## config.mk

```make
export PLATFORM = sky130hd
export DESIGN_NAME = photon_act_decoder
export DESIGN_NICKNAME = d
export VERILOG_FILES = /design/src/rtl/photon_act_decoder.sv
export SDC_FILE = /design/constraint.sdc
export NUM_CORES = 1
export LEC_CHECK = 0
export CAP_MARGIN = 40
export CORE_MARGIN = 8
export CORE_UTILIZATION = 35
export DETAILED_ROUTE_END_ITERATION = 10
export GPL_ROUTABILITY_DRIVEN = 1
export HOLD_SLACK_MARGIN = 0.05
export SYNTH_ARGS = -nofsm -noshare
export SYNTH_HDL_FRONTEND = slang
export SYNTH_SLANG_ARGS = --single-unit
export TNS_END_PERCENT = 50
```

## constraint.sdc

```tcl
create_clock -name clk -period 2.02 [get_ports clk]
set_clock_uncertainty 0.1 [all_clocks]
set_input_delay 0.202 -clock clk [delete_from_list [all_inputs] [get_ports clk]]
set_output_delay 0.202 -clock clk [all_outputs]
set_load 0.02 [all_outputs]
```

## src/rtl/photon_act_decoder.sv

```systemverilog
// Actuator decoder/sequencer for the photon state FSM: qualifies a stable state
// code, drives the six actuator lines, holds each pattern and falls back to SAFE on silence.
module photon_act_decoder #(
   parameter int STABLE_CYCLES = 3,
   parameter int HOLD_CYCLES   = 4,
   parameter int WDOG_CYCLES   = 16
) (
   input  logic       clk,
   input  logic       rst,
   input  logic       in_valid,
   output logic       in_ready,
   input  logic [2:0] state_in,
   output logic [5:0] act,
   output logic [2:0] state_out,
   output logic       fault
);

   localparam int CW = $clog2(STABLE_CYCLES + 1);
   localparam int HW = $clog2(HOLD_CYCLES + 1);
   localparam int WW = $clog2(WDOG_CYCLES + 1);

   localparam logic [CW-1:0] STABLE_MAX = CW'(STABLE_CYCLES);
   localparam logic [HW-1:0] HOLD_MAX   = HW'(HOLD_CYCLES);
   localparam logic [WW-1:0] WDOG_LAST  = WW'(WDOG_CYCLES - 1);

   typedef enum logic [2:0] {
      IDLE,
      QUAL,
      HOLD,
      RUN,
      SAFE
   } state_t;

   state_t          r_state;
   logic [2:0]      r_cand;
   logic [CW-1:0]   r_cnt;
   logic [HW-1:0]   r_holdCnt;
   logic [WW-1:0]   r_wdogCnt;
   logic [5:0]      r_act;
   logic [2:0]      r_stateOut;
   logic            r_fault;

   state_t          w_nState;
   logic [2:0]      w_nCand;
   logic [CW-1:0]   w_nCnt;
   logic [HW-1:0]   w_nHoldCnt;
   logic [WW-1:0]   w_nWdogCnt;
   logic [5:0]      w_nAct;
   logic [2:0]      w_nStateOut;
   logic            w_nFault;

   logic            w_beat;
   logic [CW-1:0]   w_cntPlus;
   logic            w_start;
   logic            w_apply;
   logic [2:0]      w_applyCode;

   function automatic logic [5:0] decodeAct(input logic [2:0] code);
      logic [5:0] pattern;
      case (code)
         3'd1:    pattern = 6'b110001;
         3'd2:    pattern = 6'b000010;
         3'd3:    pattern = 6'b111011;
         3'd4:    pattern = 6'b000100;
         3'd5:    pattern = 6'b111001;
         3'd6:    pattern = 6'b000010;
         3'd7:    pattern = 6'b111011;
         default: pattern = 6'b000000;
      endcase
      return pattern;
   endfunction

   // Gating with rst keeps a beat from being accepted while reset is asserted.
   assign in_ready  = !rst && (r_state != HOLD);
   assign w_beat    = in_valid && in_ready;
   assign w_cntPlus = (r_cnt == STABLE_MAX) ? r_cnt : r_cnt + CW'(1);

   assign act       = r_act;
   assign state_out = r_stateOut;
   assign fault     = r_fault;

   always_ff @(posedge clk) begin
      if (rst) begin
         r_state    <= IDLE;
         r_cand     <= '0;
         r_cnt      <= '0;
         r_holdCnt  <= '0;
         r_wdogCnt  <= '0;
         r_act      <= '0;
         r_stateOut <= '0;
         r_fault    <= 1'b0;
      end else begin
         r_state    <= w_nState;
         r_cand     <= w_nCand;
         r_cnt      <= w_nCnt;
         r_holdCnt  <= w_nHoldCnt;
         r_wdogCnt  <= w_nWdogCnt;
         r_act      <= w_nAct;
         r_stateOut <= w_nStateOut;
         r_fault    <= w_nFault;
      end
   end

   always_comb begin
      w_nState    = r_state;
      w_nCand     = r_cand;
      w_nCnt      = r_cnt;
      w_nHoldCnt  = r_holdCnt;
      w_nWdogCnt  = r_wdogCnt;
      w_nAct      = r_act;
      w_nStateOut = r_stateOut;
      w_nFault    = r_fault;
      w_start     = 1'b0;
      w_apply     = 1'b0;
      w_applyCode = r_cand;

      case (r_state)
         IDLE: begin
            if (w_beat && (state_in != 3'd0)) begin
               w_start = 1'b1;
            end
         end
         QUAL: begin
            if (w_beat) begin
               if (state_in != r_cand) begin
                  w_start = 1'b1;
               end else if (w_cntPlus == STABLE_MAX) begin
                  w_apply = 1'b1;
               end else begin
                  w_nCnt = w_cntPlus;
               end
            end
         end
         HOLD: begin
            if (r_holdCnt <= HW'(1)) begin
               w_nHoldCnt = '0;
               w_nWdogCnt = '0;
               w_nState   = (r_stateOut == 3'd0) ? IDLE : RUN;
            end else begin
               w_nHoldCnt = r_holdCnt - HW'(1);
            end
         end
         RUN: begin
            if (w_beat) begin
               if (state_in == r_stateOut) begin
                  w_nWdogCnt = '0;
               end else begin
                  w_start = 1'b1;
               end
            end else if (r_wdogCnt >= WDOG_LAST) begin
               w_nWdogCnt  = '0;
               w_nAct      = '0;
               w_nStateOut = '0;
               w_nFault    = 1'b1;
               w_nState    = SAFE;
            end else begin
               w_nWdogCnt = r_wdogCnt + WW'(1);
            end
         end
         SAFE: begin
            if (w_beat && (state_in == 3'd0)) begin
               w_nFault = 1'b0;
               w_nCnt   = '0;
               w_nState = IDLE;
            end
         end
         default: begin
            w_nState = IDLE;
         end
      endcase

      // A fresh candidate counts as its first stable beat, so a threshold of one applies at once.
      if (w_start) begin
         w_nCand     = state_in;
         w_applyCode = state_in;
         if (STABLE_CYCLES == 1) begin
            w_apply = 1'b1;
         end else begin
            w_nCnt   = CW'(1);
            w_nState = QUAL;
         end
      end

      if (w_apply) begin
         w_nAct      = decodeAct(w_applyCode);
         w_nStateOut = w_applyCode;
         w_nHoldCnt  = HOLD_MAX;
         w_nCnt      = '0;
         w_nState    = HOLD;
      end
   end

endmodule

```

# Word-level counts from Yosys, hierarchy flattened
# Cells that the tools add are included.
# Widths: inputs -> output; s select.
[word_totals]
word_cells = 132
inputBits = 6
reg_bits = 26
[classes]
order_cmp = 2
n_eq_ne = 38
n_addsub = 3
n_bitwise = 1
muxes = 47
reduce_logical = 29
[op_table]
columns = ["op", "count"]
rows = [
  ["$mux 3", 12],
  ["$pmux 6 s5", 1],
  ["$reduce_and 5->1", 5],
  ["$mux 6", 4],
  ["$ne 3x3->1 const B", 8],
  ["$mux 5", 4],
  ["$mux 2", 8],
  ["$ne 4x4->1 const B", 4],
  ["$eq 3x3->1 const B", 5],
  ["$ne 2x2->1 const B", 7],
  ["$mux 1", 13],
  ["$eq 3x2->1 const B", 4],
  ["$pmux 3 s4", 1],
  ["$reduce_bool 2->1", 6],
  ["$pmux 5 s2", 1],
  ["$logic_not 3->1", 3],
  ["$reduce_or 2->1", 4],
  ["$eq 3x1->1 const B", 2],
  ["$reduce_and 3->1", 2],
  ["$reduce_bool 3->1", 2],
  ["$add 5x1->5 const B", 1],
  ["$ge 5x4->1 const B", 1],
  ["$eq 2x2->1 const B", 2],
  ["$logic_and 1x1->1", 4],
  ["15 further kinds", 16],
]

# Longest topological paths before layout
[depth]
word_depth = 11
ltp_mapped = 8
ltp_nobuf = 8

# Worst setup path after synthesis
# OpenSTA, ideal clock, no wires.
[synth_path]
path_kind = "register -> register"
from = "register r_wdogCnt[0]"
to = "register r_wdogCnt[2]"
setup_slack_ns = 0.180
arrival_time_ns = 1.662
setup_ns = 0.078
required_ns = 1.842
synth_period_minus_slack_ns = 1.840
path_stages_with_launch = 9
path_cell_list = "dfxtp_1 -> ha_1 -> and3_1 -> ha_1 -> nor2_1 -> o21ai_1 -> nor3_1 -> a21oi_1 -> nor3_1"
[synth_via]
elab_chain_cells = 4
elab_cells_between_ends = 5
cone_classes = "1 x add/sub; 1 x order compare; 3 x mux"
[synth_lines]
columns = ["item", "line_no", "source"]
rows = [
  ["start: declaration", "38", "logic [WW-1:0] r_wdogCnt;"],
  ["start signal: assignment", "97", "r_wdogCnt <= w_nWdogCnt;"],
  ["$add 5x1->5 / $ge 5x4->1 (equally long branches)", "157, 150", ""],
  ["$mux 5 (*)", "150", "end else if (r_wdogCnt >= WDOG_LAST) begin"],
  ["$mux 5 (*)", "144", "if (w_beat) begin"],
  ["$pmux 5 s2 (*)", "117", "case (r_state)"],
]
# Every way passes the cells marked *; elsewhere a longest branch is shown, timed or not.
# A chain may end at the register's enable or synchronous reset.

# Final worst setup path
[layout_path]
from = "register r_wdogCnt[0]"
to = "register r_state[0]"
[layout_via]
elab_chain_cells = 3
[layout_lines]
columns = ["item", "line_no", "source"]
rows = [
  ["$ge 5x4->1", "150", ""],
  ["$ne 3x3->1 (no line)", "-", ""],
  ["$reduce_and 5->1 (no line)", "-", ""],
  ["end signal: assignment", "93", "r_state <= w_nState;"],
  ["end: declaration", "34", "state_t r_state;"],
]
# No other way between the ends.

==> impl_metrics.tcl <==
set metrics [dict create \
    status "finished, final reports clean" \
    worstHoldPathCells 1 \
    cp-end-kind "flip-flop" \
    ir_drop_v 0.0003190 \
    io_pins 17 \
    top_layer_used "met4" \
    antenna_found_initial 0 \
    layout-drive-gt1-share_pct 18.86 \
    cts_made_buffers 3 \
    tightest_slew_ps 360.2 \
    slew_headroom_pct 75.91 \
    cts_tree "yes" \
    detailedRoute.firstIterationViolations 41 \
    wl_met2_um 1474 \
    synthCells 150 \
    grt_max_degree 14 \
    path_clk_slew_ps 90 \
    finalPower_w 0.0008585 \
    dieArea_mm2 0.005965 \
    yosys_warnings 0 \
    start_util_pct 36.12 \
    grt_first_pass_wirelength_um 5202 \
    power.density_mw_per_mm2 524.6 \
    drc 0 \
    synth.distinct_cells 42 \
    yosysSeqAreaShare_pct 35.08 \
    regArea_um2 462.9 \
    multi_input_area_um2 775.7 \
    routed_via_density 5.130 \
    hold_buffers 0 \
    clock.fmax_ghz 0.5163 \
    core_area_mm2 0.003633 \
    die_h_um 77.24 \
    nets 186 \
    setup_viol 0 \
    worstPathArrival_ps 2030 \
    synth-seq-cells 23 \
    clk_latency_ps 270 \
    synthFlopType "dfxtp_1" \
    hold_violations 0 \
    hpwl_um 2346 \
    r2r_cells 8 \
    drv_slew 0 \
    async_flop_share_pct 0 \
    place_congestion 0.8366 \
    rows 22 \
    worstPathRequired_ps 2110 \
    grt_use_total_pct 10.41 \
    die_x_um 77.24 \
    synth_area_mm2 0.001313 \
    overflow 0 \
    firstDrtPassIters 4 \
    whs_ps 379.1 \
    syn_area_per_cell_um2 8.750 \
    cts_root_buf "clkbuf_8" \
    rsz0062_at_grt "yes" \
    io_buffers 16 \
    grt_pass1_vias 1142 \
    htree_levels 1 \
    min_period_ps 1937 \
    crit_type "reg -> reg" \
    p_leak_nw 0.5917 \
    met3_length_um 82 \
    crit_path_max_fanout 6 \
    post-route-period-util_pct 95.88 \
    hp-class "reg -> reg" \
    worstSetupStartpointType "flip-flop" \
    via_count 1144 \
    diodes 0 \
    synth_edf_count 0 \
    syn-num-nets 160 \
    area_delta_synth_final_pct 24.69 \
    cts_buffer_depth 2 \
    nFillCells 369 \
    routedWlPerCell_um 13.63 \
    wirelength_um 3039 \
    wl_met1_um 1405 \
    cap_violations 0 \
    numClockSinks 23 \
    ant_nets 0 \
    postCtsSetupBuffers 0 \
]
[cell usage after synthesis (2+ instances only)]
| master | count | area share, % |
|---|---|---|
| dfxtp_1 | 23 | 35 |
| nor2_1 | 19 | 5.4 |
| nand2_1 | 10 | 2.9 |
| a21oi_1 | 9 | 3.4 |
| inv_1 | 9 | 2.6 |
| nor3_1 | 7 | 2.7 |
| xnor2_1 | 6 | 4.0 |
| mux2i_1 | 5 | 3.8 |
| a22o_1 | 4 | 2.7 |
| a31oi_1 | 4 | 1.9 |
| ha_1 | 4 | 3.8 |
| nand3_1 | 4 | 1.5 |
| buf_4 | 3 | 1.7 |
| buf_6 | 3 | 2.6 |
| nand3b_1 | 3 | 1.7 |
| o21ai_0 | 3 | 1.1 |
| a22oi_1 | 2 | 1.1 |
| a311o_1 | 2 | 1.5 |
| and2_1 | 2 | 0.95 |
| and3_1 | 2 | 0.95 |
| o211ai_1 | 2 | 1.1 |
| o21a_1 | 2 | 1.1 |
| or2_2 | 2 | 0.95 |
| or3_1 | 2 | 0.95 |
[through the flow]
stage	instances	cell area [um^2]	setup TNS (ps)	util, %	setup WS, ps
after detailed placement	219	1565	-2378	43.08	-167.5
after CTS	223	1625	-27.72	44.73	-26.54
final	223	1637	0	45.04	83.15
after global placement	219	1565	-1295	43.08	-107.6
after floorplan	150	1313	0	-	180.1
after global routing	223	1637	-16.01	45.04	-16.01
[cells in the final DEF, fill, tap and decap left out, types with 3 or more instances in the layout]
master           instances
mux2i_1                  5
clkbuf_8                 3
nand2_1                 10
buf_4                   13
a21oi_1                  9
nand3b_1                 3
dfxtp_1                 21
nor3_1                   7
inv_1                    9
xnor2_1                  6
a31oi_1                  4
nand3_1                  4
nor2_1                  18
ha_1                     3
o21ai_0                  3
a22o_1                   4
clkdlybuf4s50_1         16
[critical path, stage by stage (launching register included)]
cell and delay, ps:
dfxtp_1 340, ha_2 210, and3_1 190, ha_1 190, nor2_2 120, o21ai_2 110
or2_2 280, a21o_1 180, a31oi_1 160
[layer usage]
| layer | vias to the layer above | global-route usage, % |
|---|---|---|
| li1 | 583 | - |
| met1 | 539 | 12.40 |
| met2 | 15 | 17.02 |
| met3 | 7 | 1.748 |
| met4 | 0 | 6.226 |
| met5 | - | 0 |
[path summary, 6_finish.rpt]
check / startpoint / slack (ps) / to
hold / removal: fault$_SDFFE_PP0P_ / 380 / fault$_SDFFE_PP0P_
setup / recovery: r_wdogCnt[0]$_SDFFE_PP0P_ / 80 / r_state[0]$_SDFFE_PP0P_
setup reg to reg: r_wdogCnt[0]$_SDFFE_PP0P_ / 80 / r_state[0]$_SDFFE_PP0P_
hold reg to reg: fault$_SDFFE_PP0P_ / 380 / fault$_SDFFE_PP0P_
[flip-flops by register name, indices dropped and copies added (netlist names)]
signal,count
r_holdCnt,3
r_cnt,2
r_state,3
r_cand,3
act,4
state_out,2
fault,1
r_wdogCnt,5
[logic make-up after synthesis]
family,count (synthesis),share of synthesized area [%]
and+or+nand+nor,59,25.36
AOI/OAI and AO/OA,36,20.40
DFF,23,35.08
buffers and inverters,17,7.530
xor gates and xnor gates,6,4.004
muxes,5,3.813
adders and majority gates,4,3.813
[repair_timing]
| item | CTS | global route |
|---|---|---|
| endpoints found under the hold margin | 0 | 0 |
| resized for setup | 2 | 5 |
| cloned | 0 | 0 |
| endpoints found under the setup margin | 5 | 15 |
| pin swaps | 0 | 3 |
[cell type report]
cell class / count / area share (%)
Clock buffer: 3 / 2.523
Clock inverter: 1 / 0.3058
Inverter: 9 / 2.064
Multi-Input combinational cell: 110 / 47.40
Sequential cell: 23 / 28.29
Tap cell: 48 / 3.670
Timing Repair Buffer: 29 / 15.75
[power by group]
| part | internal [W] | switching, W | total (W) |
|---|---|---|---|
| logic | 0.0000481 | 0.0000456 | 0.0000937 |
| clock network | 0.000138 | 0.000157 | 0.000294 |
| registers | 0.000460 | 0.0000104 | 0.000470 |
(Power assumes the default switching activity.)
